**src/rtl/accum_pkg.sv**
```systemverilog
// Shared definitions for the accumulate feeder.
//   DW_DEFAULT     default width of value and shadow count
//   feeder_state_t issue sequencer states
//   hold_cnt_w     width of the hold-phase down-counter for a given HOLD
package accum_pkg;

  localparam int DW_DEFAULT = 32;

  typedef enum logic [1:0] {
    ST_IDLE  = 2'd0,
    ST_ISSUE = 2'd1,
    ST_HOLD  = 2'd2
  } feeder_state_t;

  // The hold counter runs HOLD-1 down to 0, so it needs at least one bit.
  function automatic int hold_cnt_w(input int hold);
    return (hold <= 2) ? 1 : $clog2(hold);
  endfunction

endpackage

```
**src/rtl/accum_feeder_if.sv**
```systemverilog
// Handshake bundle of the feeder.
//   in_valid / in_data / in_ready : upstream valid/ready word stream
//   enable / value                : request pulse and operand to the accumulator
// slave  = the feeder (consumes the stream, drives the accumulator side)
// master = the environment (drives the stream, observes the accumulator side)
interface accum_feeder_if #(
  parameter int DW = accum_pkg::DW_DEFAULT
);

  logic          in_valid;
  logic [DW-1:0] in_data;
  logic          in_ready;
  logic          enable;
  logic [DW-1:0] value;

  modport master (
    output in_valid,
    output in_data,
    input  in_ready,
    input  enable,
    input  value
  );

  modport slave (
    input  in_valid,
    input  in_data,
    output in_ready,
    output enable,
    output value
  );

endinterface

```
**src/rtl/sync_fifo.sv**
```systemverilog
// Single-clock FIFO with occupancy count.
//   clk, rst_n : clock, asynchronous active-low reset
//   clr        : synchronous flush, overrides push and pop
//   push, din  : write request and data (ignored when full)
//   pop, dout  : read request and head-of-queue data (ignored when empty)
//   full, empty, level : status, derived from the registered occupancy
module sync_fifo #(
  parameter  int DW    = 32,
  parameter  int DEPTH = 8,
  localparam int AW    = $clog2(DEPTH)
) (
  input  logic          clk,
  input  logic          rst_n,
  input  logic          clr,
  input  logic          push,
  input  logic [DW-1:0] din,
  input  logic          pop,
  output logic [DW-1:0] dout,
  output logic          full,
  output logic          empty,
  output logic [AW:0]   level
);

  localparam logic [AW:0] FULL_LVL = (AW+1)'(DEPTH);

  logic [DW-1:0] mem [DEPTH];
  logic [AW-1:0] wr_ptr;
  logic [AW-1:0] rd_ptr;
  logic [AW:0]   cnt;
  logic          do_push;
  logic          do_pop;

  assign full    = (cnt == FULL_LVL);
  assign empty   = (cnt == '0);
  assign level   = cnt;
  assign dout    = mem[rd_ptr];

  // Full is judged on the registered count, so a pop in the same cycle
  // does not open a slot for a push until the next cycle.
  assign do_push = push && !full && !clr;
  assign do_pop  = pop && !empty && !clr;

  always_ff @(posedge clk or negedge rst_n) begin
    if (!rst_n) begin
      wr_ptr <= '0;
      rd_ptr <= '0;
      cnt    <= '0;
    end else if (clr) begin
      wr_ptr <= '0;
      rd_ptr <= '0;
      cnt    <= '0;
    end else begin
      if (do_push) wr_ptr <= wr_ptr + 1'b1;
      if (do_pop)  rd_ptr <= rd_ptr + 1'b1;
      case ({do_push, do_pop})
        2'b10:   cnt <= cnt + 1'b1;
        2'b01:   cnt <= cnt - 1'b1;
        default: cnt <= cnt;
      endcase
    end
  end

  // Storage needs no reset: contents are only visible behind a valid count.
  always_ff @(posedge clk) begin
    if (do_push) mem[wr_ptr] <= din;
  end

endmodule

```
**src/rtl/accum_feeder.sv**
```systemverilog
// Initiator for the enable/value accumulator. Buffers upstream words and
// issues them one at a time as a single-cycle enable pulse with value held
// stable until the accumulator has added it; tracks the accumulator count
// in a shadow register.
//   clk, rst_n : clock, asynchronous active-low reset
//   clr        : synchronous flush of buffer, shadow count and sequencer
//   bus        : upstream stream (in_*) and accumulator request (enable/value)
//   busy       : sequencer active or words still buffered
//   level      : buffer occupancy 0..DEPTH
//   exp_count  : shadow of the accumulator count (wraps modulo 2^DW)
//
// state    | meaning
// ST_IDLE  | nothing in flight, waiting for a buffered word
// ST_ISSUE | enable high this cycle, value just loaded
// ST_HOLD  | value held for HOLD cycles; add into shadow on the last one
module accum_feeder
  import accum_pkg::*;
#(
  parameter int DW    = DW_DEFAULT,
  parameter int DEPTH = 8,
  parameter int HOLD  = 2
) (
  input  logic                     clk,
  input  logic                     rst_n,
  input  logic                     clr,
  accum_feeder_if.slave            bus,
  output logic                     busy,
  output logic [$clog2(DEPTH):0]   level,
  output logic [DW-1:0]            exp_count
);

  localparam int             CW        = hold_cnt_w(HOLD);
  localparam logic [CW-1:0]  HOLD_LAST = CW'(HOLD - 1);

  feeder_state_t  state;
  logic [CW-1:0]  hold_cnt;
  logic           enable_q;
  logic [DW-1:0]  value_q;

  logic [DW-1:0]  head;
  logic           full;
  logic           empty;
  logic           pop;
  logic           hold_done;

  sync_fifo #(
    .DW    (DW),
    .DEPTH (DEPTH)
  ) u_fifo (
    .clk   (clk),
    .rst_n (rst_n),
    .clr   (clr),
    .push  (bus.in_valid),
    .din   (bus.in_data),
    .pop   (pop),
    .dout  (head),
    .full  (full),
    .empty (empty),
    .level (level)
  );

  assign bus.in_ready = !full;
  assign bus.enable   = enable_q;
  assign bus.value    = value_q;
  assign busy         = (state != ST_IDLE) || !empty;

  assign hold_done = (state == ST_HOLD) && (hold_cnt == '0);

  // A word leaves the buffer only when the sequencer is about to enter ISSUE:
  // from IDLE, or straight out of the last hold cycle for back-to-back issue.
  assign pop = !clr && !empty && ((state == ST_IDLE) || hold_done);

  always_ff @(posedge clk or negedge rst_n) begin
    if (!rst_n) begin
      state     <= ST_IDLE;
      hold_cnt  <= '0;
      enable_q  <= 1'b0;
      value_q   <= '0;
      exp_count <= '0;
    end else if (clr) begin
      // In-flight word is dropped without updating the shadow; value keeps
      // its last contents.
      state     <= ST_IDLE;
      hold_cnt  <= '0;
      enable_q  <= 1'b0;
      exp_count <= '0;
    end else begin
      case (state)
        ST_IDLE: begin
          if (pop) begin
            value_q  <= head;
            enable_q <= 1'b1;
            state    <= ST_ISSUE;
          end
        end
        ST_ISSUE: begin
          enable_q <= 1'b0;
          hold_cnt <= HOLD_LAST;
          state    <= ST_HOLD;
        end
        ST_HOLD: begin
          if (hold_cnt == '0) begin
            exp_count <= exp_count + value_q;
            if (pop) begin
              value_q  <= head;
              enable_q <= 1'b1;
              state    <= ST_ISSUE;
            end else begin
              state    <= ST_IDLE;
            end
          end else begin
            hold_cnt <= hold_cnt - 1'b1;
          end
        end
        default: begin
          enable_q <= 1'b0;
          state    <= ST_IDLE;
        end
      endcase
    end
  end

endmodule

```
**src/flat_wrapper.sv**
```systemverilog
// flat-port wrapper written by rule: the top's interface ports become plain ports
module accum_feeder_flat import accum_pkg::*;
#(
  parameter int DW    = DW_DEFAULT,
  parameter int DEPTH = 8,
  parameter int HOLD  = 2
)
  (clk, rst_n, clr, busy, level, exp_count, bus_in_valid, bus_in_data, bus_in_ready, bus_enable, bus_value);
  accum_feeder_if #(.DW(DW)) bus_i ();
  input  logic clk;
  input  logic rst_n;
  input  logic clr;
  output logic busy;
  output logic [$clog2(DEPTH):0] level;
  output logic [DW-1:0] exp_count;
  input wire logic [$bits(bus_i.in_valid)-1:0] bus_in_valid;
  input wire logic [$bits(bus_i.in_data)-1:0] bus_in_data;
  output wire logic [$bits(bus_i.in_ready)-1:0] bus_in_ready;
  output wire logic [$bits(bus_i.enable)-1:0] bus_enable;
  output wire logic [$bits(bus_i.value)-1:0] bus_value;
  assign bus_i.in_valid = bus_in_valid;
  assign bus_i.in_data = bus_in_data;
  assign bus_in_ready = bus_i.in_ready;
  assign bus_enable = bus_i.enable;
  assign bus_value = bus_i.value;
  accum_feeder #(.DW(DW), .DEPTH(DEPTH), .HOLD(HOLD)) u_core (.clk(clk), .rst_n(rst_n), .clr(clr), .bus(bus_i), .busy(busy), .level(level), .exp_count(exp_count));
endmodule
```
**config.mk**
```make
export PLATFORM = sky130hd
export DESIGN_NAME = accum_feeder_flat
export DESIGN_NICKNAME = d
export VERILOG_FILES = /design/src/rtl/accum_pkg.sv /design/src/rtl/accum_feeder_if.sv /design/src/rtl/sync_fifo.sv /design/src/rtl/accum_feeder.sv /design/src/flat_wrapper.sv
export SDC_FILE = /design/constraint.sdc
export NUM_CORES = 1
export LEC_CHECK = 0
export ABC_AREA = 1
export BUFFER_PORTS_ARGS = -buffer_cell sky130_fd_sc_hd__buf_4
export CELL_PAD_IN_SITES_DETAIL_PLACEMENT = 1
export CELL_PAD_IN_SITES_GLOBAL_PLACEMENT = 1
export CORE_UTILIZATION = 45
export DETAILED_ROUTE_END_ITERATION = 8
export GPL_TIMING_DRIVEN = 0
export PLACE_DENSITY_LB_ADDON = 0.15
export SYNTH_ARGS = -nofsm -noshare
export SYNTH_HDL_FRONTEND = slang
export SYNTH_HIERARCHICAL = 1
export SYNTH_SLANG_ARGS = --single-unit
```
**constraint.sdc**
```tcl
create_clock -name clk -period 3.3 [get_ports clk]
set_clock_uncertainty 0.1 [all_clocks]
set_input_delay 0.66 -clock clk [delete_from_list [all_inputs] [get_ports clk]]
set_output_delay 0.66 -clock clk [all_outputs]
set_load 0.01 [all_outputs]
```
==> flow_summary.json, run 1 <==
{
  "slew_viol_final": 0,
  "status": "finished, final reports clean",
  "hold_buffers": 0,
  "period_needed_ns": 2.97,
  "rsz0062_at_grt": "false",
  "die_w_um": 188,
  "dp_cells": 2195,
  "hp-class": "primary input to asynchronous set/reset pin",
  "drc": 0,
  "critical_path.reg2reg.startpoint": "u_core/u_fifo/level[1]",
  "die_y_um": 188,
  "crit_required_ns": 3.62,
  "peakVddDrop_mv": 0.416,
  "p_leak_uw": 0.00809,
  "fillers": 3845,
  "cts_tree": "yes",
  "clk_pin_slew_worst_paths_ns": 0.06,
  "initial_core_util_pct": 46.2,
  "final_cell_mix": "501 x nand2_1, 256 x edfxtp_1, 208 x nor2_1",
  "cts_root_buffer": "clkbuf_16",
  "synth.avg_cell_area_um2": 9.57,
  "firstDrtPassIters": 5,
  "crit_start": "u_core/u_fifo/level[1]",
  "syn_area_mm2": 0.0156,
  "reg2reg_depth": 18,
  "totalWireLength_um": 46400,
  "criticalPathCategory": "flop to flop",
  "max_cap_violations": 0,
  "fmax_ghz": 0.337,
  "ys_ff_latch": 334,
  "synthDistinctLibCells": 41,
  "cts-buffers-inserted": 38,
  "viasPerCell": 5.36,
  "synth_top_area_share_pct": 49.2,
  "drtIter0Drc": 805,
  "drive_above_1_share_pct": 14.2,
  "gp_congestion": 0.891,
  "yosys.area.top_type": "edfxtp_1",
  "gr-total-overflow": 0,
  "arrival_ns": 3.29,
  "ios": 107,
  "place_ws_ns": -0.206,
  "insertion_delay_ns": 0.53,
  "worst_pin_slew_ns": 1.03,
  "via_count": 12100,
  "synthCells": 1633,
  "worstReg2RegEnd": "u_core/u_fifo/level[3]",
  "syn_nets": 1706,
  "cts_buffer_depth": 3,
  "ff2ff_setup_slack_ns": 0.33,
  "syn_to_final_growth_pct": 18.7,
  "grt_pass1_wl_um": 71400,
  "final_common_cell": "nand2_1",
  "yosys_warnings": 6,
  "layout.cells.non_filler": 2264,
  "max_slew_margin_pct": 31.2,
  "portBuffers": 106,
  "startpoint_type": "flop",
  "clock-sinks": 334,
  "dp_hpwl_um": 33600,
  "setup_viol": 0,
  "hold_viol_final": 0,
  "nNetsFinal": 1862,
  "power.density_mw_per_mm2": 745,
  "grt_pass1_vias": 12800,
  "track_usage_pct": 26.4,
  "cts_htree_levels": 2,
  "core-area_mm2": 0.0339,
  "fp-row-count": 67,
  "ys_seq_area_share_pct": 61.7,
  "wl_per_cell_um": 20.5,
  "antenna_found_initial": 0,
  "fin_tns_setup_ns": 0,
  "fin_ws_ns": 0.330,
  "final_util_pct": 54.8,
  "synth_area_leaders": "edfxtp_1 49%, dfrtp_1 12%, nand2_1 12%",
  "period_share_pct": 90.0,
  "die-area_mm2": 0.0355,
  "path_max_fanout": 11,
  "ant_nets": 0,
  "grt_max_degree": 79,
  "crit_path_end_kind": "flop",
  "antennaDiodeCount": 0
}
-- report_power, final --
| group | internal (µW) | switching (µW) | total (µW) |
|---|---|---|---|
| combinational | 1430 | 2720 | 4150 |
| clock | 2630 | 1720 | 4350 |
| sequential | 4900 | 419 | 5320 |
-- stage by stage --
stage          power (µW)  cell area (µm²)  hold WS, ns
2_1_floorplan        7740            15600        0.264
3_3_place_gp         9300            17000        0.395
3_5_place_dp         9510            17300        0.411
4_1_cts             13900            18500        0.238
5_1_grt             14500            18600        0.240
6_report            13800            18600        0.204
-- critical path, stage by stage, from the launching register on --
cell and delay (ns):
dfrtp_1 0.48, nor2_2 0.11, nand2_1 0.09, inv_1 0.11
nor3_4 0.27, clkbuf_4 0.28, inv_1 0.09, a21oi_4 0.18
inv_1 0.12, nor2_4 0.17, ha_1 0.28, a21oi_1 0.17
nand3_1 0.09, nand2_1 0.09, inv_1 0.04, nand2_1 0.05
nand2_1 0.05, nand2_1 0.06, nand2_1 0.05
-- cells by family (layout without fill, tap and decap cells) --
kind of cell	Yosys count	in the layout	synth area share, %
fa+ha+maj	37	37	3.06
buf+inv	202	385	5.86
flops	334	334	61.7
simple gates	796	796	20.4
xor+xnor	2	2	0.112
compound gates	262	262	8.88
-- synthesized netlist by cell type, drive strengths merged --
| library cell | n |
|---|---|
| edfxtp | 256 |
| a31oi | 32 |
| nand4 | 3 |
| a21o | 1 |
| o21ai | 155 |
| clkbuf | 16 |
| fa | 2 |
| clkinv | 1 |
| nor2 | 221 |
| o21a | 1 |
| o22ai | 1 |
| inv | 141 |
| nor3 | 5 |
| ha | 35 |
| buf | 44 |
| a21oi | 67 |
| xnor2 | 1 |
| xor2 | 1 |
| o21bai | 3 |
| or2 | 1 |
| a32o | 1 |
| a22o | 1 |
| dfrtp | 78 |
| nand3 | 48 |
| nand2 | 516 |
| nand3b | 2 |
-- routing by layer --
| layer | track usage, % | wire length (µm) |
|---|---|---|
| met2 | 48.4 | 24000 |
| met4 | 7.07 | 1040 |
| met1 | 32.6 | 19200 |
| met5 | 0 | 0 |
| met3 | 3.61 | 2200 |
-- worst max-delay path by stage --
| stage | cells past startpoint | slack (ns) | endpoint |
|---|---|---|---|
| after CTS | 18 | 0.02 | u_core/u_fifo/level[3] |
| after global routing | 18 | 0.03 | u_core/u_fifo/level[3] |
| after floorplan | 5 | 0.27 | u_core/u_fifo/mem[0][0] |
| after detailed placement | 18 | -0.21 | u_core/u_fifo/level[3] |
| after global placement | 6 | -1.19 | u_core/u_fifo/mem[4][21] |
| final | 18 | 0.33 | u_core/u_fifo/level[3] |
-- registers in the layout, indices dropped and copies added (netlist names) --
name	cells
u_core/exp_count	32
u_core/u_fifo/mem	256
u_core/hold_cnt	1
u_core/u_fifo/level	4
u_core/state	2
u_core/bus.enable	1
u_core/u_fifo/rd_ptr	3
u_core/u_fifo/wr_ptr	3
u_core/bus.value	32
-- timing repair --
action,4_1_cts,5_1_grt
setup buffers,0,2
gates resized for setup,0,1
hold endpoints to repair,0,0
endpoints found under the setup margin,0,1
-- final cells by class --
| cell class | instances | area (µm²) | share of cell area [%] |
|---|---|---|---|
| multi-input combinational | 1097 | 5140 | 27.7 |
| sequential | 334 | 9640 | 51.9 |
| clock buffer | 47 | 995 | 5.36 |
| inverter | 142 | 533 | 2.87 |
| tap | 448 | 561 | 3.02 |
| clock inverter | 20 | 285 | 1.54 |
| timing repair buffer | 116 | 1020 | 5.51 |
| buffer | 60 | 385 | 2.08 |
Note: power is estimated with default switching activity, not from simulation.
==> inputs of run 2 (changes only) <==
CTS_BUF_LIST = sky130_fd_sc_hd__clkbuf_16   (was default)
==> run 2 against run 1 <==
Via count rose by 0.18%. Count of clock-buffer cells in the layout is 9 lower. Global-route usage did not move. First-iteration DRC count is 2.0% lower.
==> flow_summary.json, run 2 (synthesis results as in run 1) <==
{
  "crit_path_end_kind": "flop",
  "die_w_um": 188,
  "antennaDiodeCount": 0,
  "cts_root_buffer": "clkbuf_16",
  "holdWs_ns": 0.204,
  "crit_top_cell": "nand2_1",
  "fillers": 3846,
  "via_count": 12200,
  "track_usage_pct": 26.4,
  "period_needed_ns": 2.97,
  "clk_pin_slew_worst_paths_ns": 0.06,
  "drive_above_1_share_pct": 14.2,
  "ff2ff_setup_slack_ns": 0.33,
  "cp.depth": 18,
  "critical_path.reg2reg.startpoint": "u_core/u_fifo/level[1]",
  "wl_per_cell_um": 20.5,
  "status": "finished, final reports clean",
  "grt_pass1_wl_um": 71400,
  "nNetsFinal": 1862,
  "initial_core_util_pct": 46.2,
  "cts_htree_levels": 2,
  "drtIter0Drc": 789,
  "startpoint_type": "flop",
  "die-area_mm2": 0.0355,
  "grt_max_degree": 79,
  "total_power_uw": 13800,
  "critical_path.top_delay_family": "simple AND/OR/NAND/NOR gates",
  "final_common_cell": "nand2_1",
  "worst_pin_slew_ns": 1.03,
  "critPathCapture": "u_core/u_fifo/level[3]",
  "setup_viol": 0,
  "max_stage_delay_ns": 0.48,
  "ios": 107,
  "antenna_found_initial": 0,
  "dp_hpwl_um": 33600,
  "drc": 0,
  "crit_start": "u_core/u_fifo/level[1]",
  "crit_required_ns": 3.62,
  "grt_pass1_vias": 12800,
  "cts-buffers-inserted": 38,
  "max_cap_violations": 0,
  "gp_congestion": 0.891,
  "viasPerCell": 5.37,
  "path_max_fanout": 11,
  "slew_viol_final": 0,
  "ant_nets": 0,
  "criticalPathCategory": "flop to flop",
  "hold_buffers": 0,
  "fmax_ghz": 0.337,
  "critPathBufInv": 5,
  "hold_viol_final": 0,
  "insertion_delay_ns": 0.53,
  "clock-sinks": 334,
  "p_leak_uw": 0.00812,
  "hp-class": "primary input to asynchronous set/reset pin",
  "cts_tree": "yes",
  "fp-row-count": 67,
  "slowest_stage": "dfrtp_1",
  "largest_reg_flops": 256,
  "portBuffers": 106,
  "path_cells": "nor2_2 -> nand2_1 -> inv_1 -> nor3_4 -> clkbuf_4 -> inv_1 -> a21oi_4 -> inv_1 -> nor2_4 -> ha_1 -> a21oi_1 -> nand3_1 -> nand2_1 -> inv_1 -> nand2_1 -> nand2_1 -> nand2_1 -> nand2_1",
  "worstReg2RegEnd": "u_core/u_fifo/level[3]",
  "totalWireLength_um": 46400,
  "firstDrtPassIters": 5,
  "max_slew_margin_pct": 31.2,
  "power.density_mw_per_mm2": 743,
  "rsz0062_at_grt": "false",
  "arrival_ns": 3.29,
  "regMostFlops": "u_core/u_fifo/mem",
  "syn_to_final_growth_pct": 18.7,
  "die_y_um": 188,
  "period_share_pct": 90.0,
  "peakVddDrop_mv": 0.416,
  "cts_buffer_depth": 3,
  "core-area_mm2": 0.0339,
  "gr-total-overflow": 0,
  "reg2reg_depth": 18,
  "final_cell_mix": "501 x nand2_1, 256 x edfxtp_1, 208 x nor2_1"
}
run 2: cell types whose count changed in the layout (fill, tap and decap cells not counted), sizes merged:
cell    before  now
inv        142  150
clkinv      13   14
clkbuf      64   55
run 2: metrics by stage:
step           cells  instance area [µm²]  TNS, ns  setup WS, ns  util [%]
4_1_cts         2262                18500        0        0.0196      54.7
5_1_grt         2264                18600        0        0.0285      54.8
3_5_place_dp    2195                17300   -0.206        -0.206      51.0
6_report        2264                18600        0         0.330      54.8
3_3_place_gp    2187                17000  -277.07         -1.19      50.2
2_1_floorplan   1633                15600        0         0.267         -
run 2: what timing repair did:
action,4_1_cts,5_1_grt
setup buffers,0,2
resized for setup,0,1
endpoints found under the setup margin,0,1
run 2: cell type report:
type | count | area [µm²] | area share, %
multi-input cells | 1097 | 5140 | 27.7
repair buffers | 116 | 1020 | 5.52
well taps | 448 | 561 | 3.02
inverters | 142 | 533 | 2.87
plain buffers | 60 | 385 | 2.08
flip-flops and latches | 334 | 9640 | 52.0
clock buffers | 38 | 951 | 5.13
clock inverters | 29 | 319 | 1.72
run 2: report_power, final:
group	switching, µW	internal (µW)	leakage, µW
sequential	419	4900	0.00334
combinational	2730	1430	0.00413
clock	1720	2580	0.000648
run 2: how the worst min path moves through the flow:
stage	endpoint	slack, ns	start	depth (start not counted)
after floorplan	u_core/bus.enable	0.26	rst_n	0
after global placement	u_core/exp_count[11]	0.39	u_core/exp_count[11]	2
after detailed placement	u_core/exp_count[9]	0.41	u_core/exp_count[9]	2
after CTS	u_core/exp_count[1]	0.24	rst_n	1
after global routing	u_core/u_fifo/mem[6][23]	0.24	bus_in_data[23]	1
final	u_core/exp_count[1]	0.20	rst_n	1
run 2: layer usage:
layer	global-route usage (%)	up-vias	share of wire, %
met2	48.4	286	52
met1	32.6	6068	41
met5	0	-	0
li1	-	5732	-
met4	7.07	0	2.2
met3	3.61	78	4.7
==> inputs of run 3 (changes only) <==
CORE_ASPECT_RATIO = 0.8   (was default)
PLACE_DENSITY_LB_ADDON = 0.1   (was 0.15)
SLEW_MARGIN = 25   (was default)
==> run 3 against run 2 <==
Final cell count is 0.80% higher. First-iteration DRC count up 17%. Count of clock-buffer cells in the layout did not move. Setup slack worse by 0.062 ns. Combinational power is 2% higher. Sequential share of layout area decreased by 0.053 points. Critical path type unchanged. Largest cell class unchanged. Highest routed layer unchanged.
==> flow_summary.json, run 3 (synthesis results as in run 1) <==
{
  "status": "finished, final reports clean",
  "path_max_fanout": 11,
  "totalWireLength_um": 48700,
  "hold_buffers": 0,
  "max_cap_violations": 0,
  "startpoint_type": "flop",
  "die_w_um": 210,
  "largest_reg_flops": 256,
  "drive_above_1_share_pct": 14.0,
  "rsz0062_at_grt": "false",
  "dp_cells": 2214,
  "fp-row-count": 60,
  "fin_area_mm2": 0.0186,
  "regMostFlops": "u_core/u_fifo/mem",
  "grt_max_degree": 79,
  "gp_congestion": 0.906,
  "ios": 107,
  "drtIter0Drc": 925,
  "reg2reg_depth": 18,
  "critical_path.reg2reg.startpoint": "u_core/u_fifo/level[3]",
  "worstReg2RegEnd": "u_core/u_fifo/level[3]",
  "grt_pass1_wl_um": 75200,
  "cts-buffers-inserted": 36,
  "die_y_um": 169,
  "nNetsFinal": 1861,
  "crit_required_ns": 3.62,
  "wl_per_cell_um": 21.3,
  "ff2ff_setup_slack_ns": 0.27,
  "max_stage_delay_ns": 0.43,
  "hold_viol_final": 0,
  "cts_buffer_depth": 3,
  "worst_pin_slew_ns": 0.789,
  "arrival_ns": 3.35,
  "place_ws_ns": -0.316,
  "dp_hpwl_um": 35000,
  "slew_viol_final": 0,
  "gr-total-overflow": 0,
  "criticalPathCategory": "flop to flop",
  "track_usage_pct": 28.2,
  "die-area_mm2": 0.0355,
  "peakVddDrop_mv": 0.511,
  "clock-sinks": 334,
  "core-area_mm2": 0.0339,
  "grt_pass1_vias": 12700,
  "p_leak_uw": 0.00811,
  "firstDrtPassIters": 5,
  "syn_to_final_growth_pct": 18.8,
  "portBuffers": 106,
  "fin_tns_setup_ns": 0,
  "crit_path_end_kind": "flop",
  "max_slew_margin_pct": 47.4,
  "viasPerCell": 5.39,
  "power.density_mw_per_mm2": 738,
  "post_dp_cell_area_mm2": 0.0173,
  "cts_root_buffer": "clkbuf_16",
  "crit_top_cell": "nand2_1",
  "setup_viol": 0,
  "cts_htree_levels": 2,
  "path_cells": "nor2_1 -> nand2_1 -> inv_1 -> nor3_4 -> buf_4 -> inv_1 -> a21oi_4 -> inv_1 -> nor2_4 -> ha_1 -> a21oi_1 -> nand3_1 -> nand2_1 -> inv_1 -> nand2_1 -> nand2_1 -> nand2_1 -> nand2_1",
  "clk_pin_slew_worst_paths_ns": 0.06,
  "final_cell_mix": "501 x nand2_1, 256 x edfxtp_1, 208 x nor2_1",
  "hp-class": "primary input to asynchronous set/reset pin",
  "via_count": 12300,
  "insertion_delay_ns": 0.53,
  "drc": 0,
  "ant_nets": 0,
  "antenna_found_initial": 1,
  "layout.cells.non_filler": 2282,
  "slowest_stage": "dfrtp_1",
  "fin_ws_ns": 0.268,
  "period_needed_ns": 3.03,
  "fmax_ghz": 0.330,
  "final_common_cell": "nand2_1",
  "period_share_pct": 91.9,
  "cts_tree": "yes",
  "initial_core_util_pct": 46.1
}
## run 3: changes by cell type in the layout (fill, tap and decap cells not counted), sizes merged
cell,change
buf,+2
bufinv,-1
clkbuf,-1
clkinv,+4
clkinvlp,-1
diode,+1
inv,-3
## run 3: worst max path at each step
| stage | depth (start not counted) | to | slack [ns] | start |
|---|---|---|---|---|
| floorplan | 5 | u_core/u_fifo/mem[0][0] | 0.27 | clr |
| global placement | 6 | u_core/u_fifo/mem[5][19] | -1.36 | clr |
| detailed placement | 18 | u_core/u_fifo/level[3] | -0.32 | clr |
| CTS | 18 | u_core/u_fifo/level[3] | 0.19 | u_core/u_fifo/level[0] |
| global route | 18 | u_core/u_fifo/level[3] | 0.03 | u_core/u_fifo/level[3] |
| finish | 18 | u_core/u_fifo/level[3] | 0.27 | u_core/u_fifo/level[3] |
## run 3: power by group
part	total, µW	internal [µW]	switching (µW)
sequential	5290	4900	385
combinational	4250	1430	2820
clock	4160	2480	1680
## run 3: metrics by stage
step / total power (µW) / hold WS, ns / util, %
3_5_place_dp: 9560 / 0.403 / 51.1
3_3_place_gp: 9400 / 0.395 / 50.1
5_1_grt: 14400 / 0.135 / 54.7
6_report: 13700 / 0.0674 / 54.7
4_1_cts: 13800 / 0.107 / 54.7
2_1_floorplan: 7740 / 0.264 / -
## run 3: layout make-up
cell class | count | area (µm²)
clock inverter | 28 | 264
inverter | 142 | 533
fill | 3880 | 15400
tap | 465 | 582
clock buffer | 38 | 951
multi-input combinational | 1097 | 5140
antenna | 1 | 2.50
sequential | 334 | 9640
buffer | 60 | 385
timing repair buffer | 117 | 1070
## run 3: worst max-delay path: cells and delay by family, from the launching register on
kind | cells | cell delay, ns
compound gates | 2 | 0.41
fa+ha+maj | 1 | 0.29
buf+inv | 5 | 0.61
flops | 1 | 0.43
simple gates | 10 | 1.09
## run 3: layer usage
metal / track usage [%] / wire [µm] / vias up
met4: 7.37 / 994 / 0
met3: 3.25 / 2290 / 70
met1: 41.8 / 23400 / 6166
li1: - / - / 5756
met5: 0 / 0 / -
met2: 44.2 / 22000 / 315
## run 3: what timing repair did
| item | CTS | global route |
|---|---|---|
| setup endpoints to repair | 1 | 1 |
| buffers inserted | 1 | 0 |
| pin swaps | 1 | 0 |
| gates resized for setup | 0 | 3 |
